`src/rtl/sample_accum_decim.sv`:
```
// Windowed accumulate-and-dump decimator: sums DECIM ce-qualified signed samples
// and emits one registered full-precision sum per window with a one-cycle strobe.
module sample_accum_decim #(
    parameter int DATA_W = 16,
    parameter int DECIM  = 4,
    parameter int OUT_W  = 18
) (
    input  logic                       clk,
    input  logic                       clr,
    input  logic                       ce,
    input  logic [DATA_W-1:0]          input_port,
    input  logic                       restart,
    output logic [OUT_W-1:0]           output_port,
    output logic                       out_valid,
    output logic [$clog2(DECIM)-1:0]   phase
);

    localparam int PH_W = $clog2(DECIM);
    localparam logic [PH_W-1:0] PH_LAST = PH_W'(DECIM - 1);
    localparam logic [PH_W-1:0] PH_ONE  = PH_W'(1);

    generate
        if (DECIM < 2 || DECIM > 256) begin : g_bad_decim
            $fatal(1, "sample_accum_decim: DECIM must be in 2..256");
        end
        if (OUT_W < DATA_W + $clog2(DECIM)) begin : g_bad_width
            $fatal(1, "sample_accum_decim: OUT_W too narrow for DATA_W and DECIM");
        end
    endgenerate

    logic [OUT_W-1:0] acc_q, acc_d;
    logic [OUT_W-1:0] out_q, out_d;
    logic             valid_q, valid_d;
    logic [PH_W-1:0]  phase_q, phase_d;
    logic [OUT_W-1:0] sample_sext;

    assign sample_sext = {{(OUT_W-DATA_W){input_port[DATA_W-1]}}, input_port};

    always_comb begin
        acc_d   = acc_q;
        phase_d = phase_q;
        out_d   = out_q;
        valid_d = 1'b0;
        // Restart beats window completion: the sample always opens a new window.
        if (restart) begin
            phase_d = '0;
            if (ce) begin
                acc_d   = sample_sext;
                phase_d = PH_ONE;
            end
        end else if (ce) begin
            if (phase_q == '0) begin
                acc_d   = sample_sext;
                phase_d = PH_ONE;
            end else if (phase_q == PH_LAST) begin
                out_d   = acc_q + sample_sext;
                valid_d = 1'b1;
                phase_d = '0;
            end else begin
                acc_d   = acc_q + sample_sext;
                phase_d = phase_q + PH_ONE;
            end
        end
    end

    always_ff @(posedge clk) begin
        if (!clr) begin
            acc_q   <= '0;
            phase_q <= '0;
            out_q   <= '0;
            valid_q <= 1'b0;
        end else begin
            acc_q   <= acc_d;
            phase_q <= phase_d;
            out_q   <= out_d;
            valid_q <= valid_d;
        end
    end

    assign output_port = out_q;
    assign out_valid   = valid_q;
    assign phase       = phase_q;

endmodule

```
`config.mk`:
```
export PLATFORM = sky130hd
export DESIGN_NAME = sample_accum_decim
export DESIGN_NICKNAME = d
export VERILOG_FILES = /design/src/rtl/sample_accum_decim.sv
export SDC_FILE = /design/constraint.sdc
export NUM_CORES = 1
export LEC_CHECK = 0
export ABC_AREA = 1
export BUFFER_PORTS_ARGS = -buffer_cell sky130_fd_sc_hd__clkbuf_2
export CAP_MARGIN = 20
export CORE_UTILIZATION = 51
export CTS_CLUSTER_DIAMETER = 30
export DETAILED_ROUTE_END_ITERATION = 16
export PLACE_DENSITY = 0.76
export SYNTH_ARGS = -nofsm -noshare
export SYNTH_HDL_FRONTEND = slang
export SYNTH_SLANG_ARGS = --single-unit
export TNS_END_PERCENT = 20
```
`constraint.sdc`:
```
create_clock -name clk -period 1.8 [get_ports clk]
set_input_delay 0.36 -clock clk [delete_from_list [all_inputs] [get_ports clk]]
set_output_delay 0.36 -clock clk [all_outputs]
set_load 0.02 [all_outputs]
```
* Word level (Yosys, flattened, before mapping)
Cells that the tools add are included.
** Word-level totals
- Register bits :: 39
- Input port bits :: 20
- Output and inout port bits :: 21
- Word-level logic and storage cells :: 28
** Operators by class
- $add $sub $neg :: 2
- Equality and inequality tests :: 2
- Muxes and demuxes :: 11
- Bitwise gates (word level) :: 4
- Reductions and logical operators :: 5
** Operators with widths (count)
- $mux W18 :: 5
- $add A18 B18 Y18 :: 1
- $mux W2 :: 4
- $not A1 Y1 :: 4
- $reduce_and A4 Y1 :: 1
- $reduce_or A4 Y1 :: 1
- $ne A3 B3 Y1 const B :: 1
- $add A2 B1 Y2 const B :: 1
- $eq A2 B2 Y1 const B :: 1
- $logic_not A2 Y1 :: 1
- $mux W1 :: 2
- $reduce_and A2 Y1 :: 1
- $reduce_bool A2 Y1 :: 1

* Longest topological paths before layout
Gate-level depths: netlist of run 1.
- Word-level depth :: 5
- Gate-level depth with buffers :: 15
- Gate-level depth less buffers :: 15

* Least setup slack after synthesis of run 1
Ideal clock, no wire load.
- Path type :: input to register
- Start point :: input port input_port[0]
- End point :: register out_q[16], in the netlist output_port[16]
- Arrival :: 1.700 ns
- Required time :: 1.691 ns
- Setup slack :: -0.009 ns
- Stages on the path :: 15
- Cell sequence :: ha_1 -> inv_1 -> fa_1 -> inv_1 -> nand3_1 -> nand3_1 -> nand2_1 -> nand2_1 -> nand2_1 -> nand2_1 -> nand2_1 -> nand2_1 -> nand2_1 -> nand2_1 -> inv_1
** On the way
- Cells in the longest elaborated chain, start to end :: 1
** Ends and longest elaborated chain
- start, declared :: RTL line 11 : input logic [DATA_W-1:0] input_port,
- $add A18 B18 Y18 :: RTL line 56 : out_d = acc_q + sample_sext;
- end signal, assigned :: RTL line 75 : out_q <= out_d;
- end, declared :: RTL line 32 : logic [OUT_W-1:0] out_q, out_d;
No other way between the ends.
A chain may end at the register's enable or synchronous reset.

* Worst setup path in the final report of run 1
- Start point :: register acc_q[0]
- End point :: register acc_q[8]
** On the way
- Cells in the longest elaborated chain, start to end :: 5
** Ends and longest elaborated chain
- start, declared :: RTL line 31 : logic [OUT_W-1:0] acc_q, acc_d;
- start signal, assigned :: RTL line 68 : acc_q <= '0;
- start signal, assigned :: RTL line 73 : acc_q <= acc_d;
- $add A18 B18 Y18 :: RTL line 60 : acc_d = acc_q + sample_sext;
- $mux W18 :: RTL line 55 : end else if (phase_q == PH_LAST) begin
- $mux W18 :: RTL line 52 : if (phase_q == '0) begin
- $mux W18 :: RTL line 51 : end else if (ce) begin
- $mux W18 :: RTL line 45 : if (restart) begin
No other way between the ends. The select of a mux whose other input is x is not followed.

==> results.cfg, run 1 <==
[logic_synthesis]
synth_top_area_cell = dfxtp_1
synthArstFlopShare = 0
syn_area_um2 = 2629
synthDistinctLibCells = 31
synth_edf_count = 0
synth.most_common_cell = nand2_1
yosysTopAreaCellShare = 0.2970
synth_area_leaders = dfxtp_1, nand2_1, ha_1, inv_1, a21oi_1
yosysSeqAreaShare = 0.2970
yosysWarnings = 0
syn_nets = 455
netlist_instances = 415
ys_ff_latch = 39
synthTopCellsByCount = nand2_1, inv_1, nor2_1, a21oi_1, dfxtp_1
synthFlopType = dfxtp_1
syn_area_per_cell_um2 = 6.334

[power_and_ir_drop]
p_leak_nw = 1.761
finalPower_w = 0.002189
irDropWorstVdd_v = 0.0003939
powerDensity_nw_per_um2 = 657.8

[route]
ant_nets = 0
drc_errors = 0
drt_wl_total_um = 7073
first_pass_iters = 5
drt_iter0_markers = 152
routedWlPerCell_um = 12.93
vias_per_cell = 5.243
vias = 2868

[clock_tree]
cts_inserted_buffers = 5
hold_buffers = 0
cts_sinks = 39
cts_tree = built
cts.clk_slew.worst_paths_ns = 0.07
cts_max_path_buffers = 2
root_buffer = clkbuf_8
clk_latency_ns = 0.29
cts_max_level = 2

[critical_path]
crit_path_max_fanout = 3
critPathKind = reg2reg
crit_chain = ha_4 -> inv_2 -> fa_2 -> inv_2 -> nand3_2 -> nand3_2 -> nand2_2 -> nand2_2 -> buf_6 -> xor2_2 -> nand2_1 -> a21oi_2
slowest_stage = fa_2
worst_setup_path_start_kind = register
rrSetupSlack_ns = -0.007
cp-end-kind = register
reg2reg_depth = 12
critical_path_arrival_ns = 2.04
max_stage_delay_ns = 0.36
worstPathRequired_ns = 2.03

[grt]
grt_max_degree = 24
grt_pass1_vias = 2646
antenna_found_initial = 0
grt_pass1_wl_um = 11470
grt_use_total = 0.2737
grt-ovfl-total = 0

[flow_run]
drv_cap = 0

[final_layout]
area_growth_pct = 26.61
final_util = 0.6865
layout-drive-gt1-share = 0.2333
fin_area_um2 = 3328
layout.nets = 521
n_antenna_cell = 0

[sta]
finalSetupTns_ns = -0.006634
min_period_over_period = 1.004
timing.hold.ws_ns = 0.3391
rsz0062_at_grt = yes
worst_slew_pin_slew_ns = 0.6764
setup_viol = 1
finalCriticalPeriod_ns = 1.807
max_freq_ghz = 0.5535
slew_violations = 0
relSlewSlack = 0.5485
fin_skew_ns = 0.004261
worst_slack_ns = -0.006634
finalHoldViolCount = 0

[floorplanning]
die_h_um = 73.80
core.rowCount = 25
io_pins = 41
die_w_um = 73.80
core-area_um2 = 4848
die_area_um2 = 5446
start_util = 0.5422

[place]
dpl_cell_area_um2 = 3085
io_buffers = 40
place_congestion = 0.9128
dp_hpwl_um = 5041

[status]
violations = setup timing
status = finished with violations

[hold_path]
hold_class = in2reg
whs_path_depth = 2
[registers in the layout (all words and copies together), names as in the netlist]
signal / flops
output_port: 18
acc_q: 18
out_valid: 1
phase: 2
[power breakdown]
group	leakage, nW	internal, W	total (W)	switching, W
Sequential	0.319	0.000898	0.000922	0.0000243
Clock	0.0371	0.000259	0.000557	0.000299
Combinational	1.41	0.000297	0.000710	0.000413
[cell type report]
type                    count  area, µm²
multi-input cells         305       1723
well taps                  67      83.83
flip-flops and latches     39      782.0
repair buffers             69      437.9
fillers                   436       1520
clock buffers               6      72.57
inverters                  61      229.0
[path summary, 6_finish.rpt]
check                  from        end
hold reg to reg   acc_q[14]  acc_q[14]
setup reg to reg   acc_q[0]   acc_q[8]
hold / removal      restart   phase[1]
setup / recovery   acc_q[0]   acc_q[8]
[layout by cell type (no fill, tap or decap), types with 6 or more instances in the layout]
cell and count:
o21ai_0 27, inv_1 56, nor2_1 46, nand2_2 10, a21oi_1 36, dfxtp_1 38, nand2_1 99, clkbuf_2 40
buf_4 26, ha_4 6, a21oi_2 6, ha_1 13, nand3_1 25
[what timing repair did]
action	in CTS	in global routing
resized for setup	3	30
setup endpoints to repair	3	24
pin swaps	0	11
setup buffers	0	2
hold endpoints to repair	0	0
[cell families (layout without fill, tap and decap cells)]
group,Yosys count,after routing,share of synthesized area
xor+xnor,8,8,0.02666
compound gates,82,82,0.1671
fa+ha+maj,20,20,0.09805
simple gates,195,195,0.3061
flops,39,39,0.2970
buf+inv,71,136,0.1052
[per-layer routing]
| metal | GRT usage | part of all wire | vias to the layer above |
|---|---|---|---|
| met1 | 0.3447 | 0.45 | 1309 |
| li1 | - | - | 1458 |
| met5 | 0 | 0 | - |
| met4 | 0.09402 | 0.017 | 0 |
| met3 | 0.04252 | 0.054 | 9 |
| met2 | 0.4720 | 0.48 | 92 |
[worst max-delay path: cells and delay by family, from the launching register on]
kind                     cells  cell delay (ns)
adder cells (fa/ha/maj)      2             0.50
buffers and inverters        3             0.22
AO/OA/AOI/OAI                1             0.13
XOR/XNOR                     1             0.15
AND/OR/NAND/NOR              5             0.39
flip-flops                   1             0.35
[per-stage QoR]
step / instances / setup WS, ns
2_1_floorplan: 415 / 0.01549
3_3_place_gp: 539 / -0.08830
3_5_place_dp: 539 / -0.1578
4_1_cts: 545 / 0.01412
5_1_grt: 547 / -0.1310
6_report: 547 / -0.006634
No activity file was read; power rests on OpenSTA's default activity.
==> run 2, diff against run 1 <==
--- a/config.mk
+++ b/config.mk
@@ -8,6 +8,7 @@
 export ABC_AREA = 1
 export BUFFER_PORTS_ARGS = -buffer_cell sky130_fd_sc_hd__clkbuf_2
 export CAP_MARGIN = 20
+export CORE_MARGIN = 1.5
 export CORE_UTILIZATION = 51
 export CTS_CLUSTER_DIAMETER = 30
 export DETAILED_ROUTE_END_ITERATION = 16
==> constraint.sdc (replaced) <==
create_clock -name clk -period 1.8 [get_ports clk]
set_input_delay 0.18 -clock clk [delete_from_list [all_inputs] [get_ports clk]]
set_output_delay 0.18 -clock clk [all_outputs]
set_load 0.02 [all_outputs]
==> results.cfg, run 2 (same netlist as run 1, synthesis figures left out) <==
[clock_tree]
cts_max_level = 2
root_buffer = clkbuf_8
cts_sinks = 39
cts_tree = built
cts.clk_slew.worst_paths_ns = 0.08
hold_buffers = 0
cts_max_path_buffers = 2
clk_latency_ns = 0.30
cts_inserted_buffers = 5

[status]
violations = setup timing
status = finished with violations

[place]
io_buffers = 40
place_congestion = 1.000
dp_slack_ns = -0.03400
dp_hpwl_um = 4952

[floorplanning]
core.rowCount = 25
io_pins = 41
die_h_um = 74.80
die_area_um2 = 5594
die_w_um = 74.80
core-area_um2 = 4848
start_util = 0.5422

[route]
ant_nets = 0
routedWlPerCell_um = 12.89
first_pass_iters = 4
vias = 2763
vias_per_cell = 5.155
drc_errors = 0
drt_iter0_markers = 159
drt_wl_total_um = 6911

[critical_path]
critPathKind = reg2reg
rrSetupSlack_ns = -0.001
critical_path_arrival_ns = 2.03
worstPathRequired_ns = 2.03
crit_path_max_fanout = 3
worst_setup_path_start_kind = register
cp-end-kind = register

[grt]
grt_pass1_wl_um = 11360
grt-ovfl-total = 0
antenna_found_initial = 0
grt_pass1_vias = 2577
grt_use_total = 0.2630
grt_max_degree = 24

[final_layout]
final_cell_mix = nand2_1, inv_1, nor2_1
final_common_cell = nand2_1
n_fill_cell = 434
layout-drive-gt1-share = 0.2047
n_antenna_cell = 0
layout.nets = 508
area_growth_pct = 22.47

[sta]
setup_viol = 1
worst_slew_pin_slew_ns = 0.6237
finalCriticalPeriod_ns = 1.801
finalSetupTns_ns = -0.001245
rsz0062_at_grt = yes
worst_slack_ns = -0.001245
relSlewSlack = 0.5838
max_freq_ghz = 0.5552
min_period_over_period = 1.001
finalHoldViolCount = 0
slew_violations = 0
fin_skew_ns = 0.004533

[flow_run]
drv_cap = 0

[hold_path]
hold_class = in2reg

[power_and_ir_drop]
irDropWorstVdd_v = 0.0003871
finalPower_w = 0.002235
powerDensity_nw_per_um2 = 694.2
p_leak_nw = 1.713
-- run 2: cell types whose count changed in the layout (fill, tap and decap cells not counted), moves of 2 or more --
cell and change:
clkbuf_8 +2, ha_2 +3, a21oi_2 -3, ha_4 -3, nand2_1 +2, buf_4 -12
buf_6 -2, nand2_2 -2, a21oi_1 +3
-- run 2: per-stage QoR --
step                hold slack, ns  area (µm²)  instances    util
global route                0.1285        3219        536  0.6640
detailed placement          0.4426        3003        527  0.6194
global placement            0.4466        3003        527  0.6194
finish                      0.1322        3219        536  0.6640
floorplan                   0.2698        2629        415       -
CTS                         0.1293        3112        535  0.6418
-- run 2: area by class of cell --
type / count / area, µm² / area share
Tap cell: 67 / 83.83 / 0.02604
Timing Repair Buffer: 56 / 345.3 / 0.1073
Sequential cell: 39 / 782.0 / 0.2429
Inverter: 61 / 229.0 / 0.07112
Clock buffer: 8 / 100.1 / 0.03109
Multi-Input combinational cell: 305 / 1679 / 0.5216
-- run 2: path summary, 6_finish.rpt --
kind                            startpoint   endpoint  depth (start not counted)
worst min register to register   acc_q[14]  acc_q[14]                          2
worst max-delay path              acc_q[0]  acc_q[16]                         12
worst min-delay path               restart   phase[1]                          2
worst max register to register    acc_q[0]  acc_q[16]                         12
-- run 2: where the power goes --
group,leakage (nW),total [W],internal (W),switching [W]
combinational,1.34,0.000642,0.000247,0.000395
clock,0.0515,0.000672,0.000350,0.000322
sequential,0.319,0.000921,0.000897,0.0000233
-- run 2: per-layer routing --
metal  GRT usage  vias to the layer above  wire length [µm]
met5           0                        -                 0
met4     0.06667                        0                54
met3     0.04150                        7               462
met2      0.4673                       96              3339
met1      0.3328                     1230              3055
li1            -                     1430                 -
-- run 2: what timing repair did --
item / CTS / global route
resized for setup: 3 / 24
pin swaps: 0 / 4
endpoints found under the setup margin: 4 / 24
buffers inserted: 0 / 1
hold endpoints to repair: 0 / 0
-- run 2: worst max-delay path, stage by stage (launching register included) --
cell and delay (ns):
dfxtp_2 0.36, ha_4 0.14, inv_2 0.04, fa_2 0.39
inv_2 0.08, nand3_2 0.06, nand3_2 0.09, nand2_2 0.05
nand2_2 0.10, nand2_2 0.07, nand3_1 0.10, nand3_1 0.10
a21oi_1 0.14
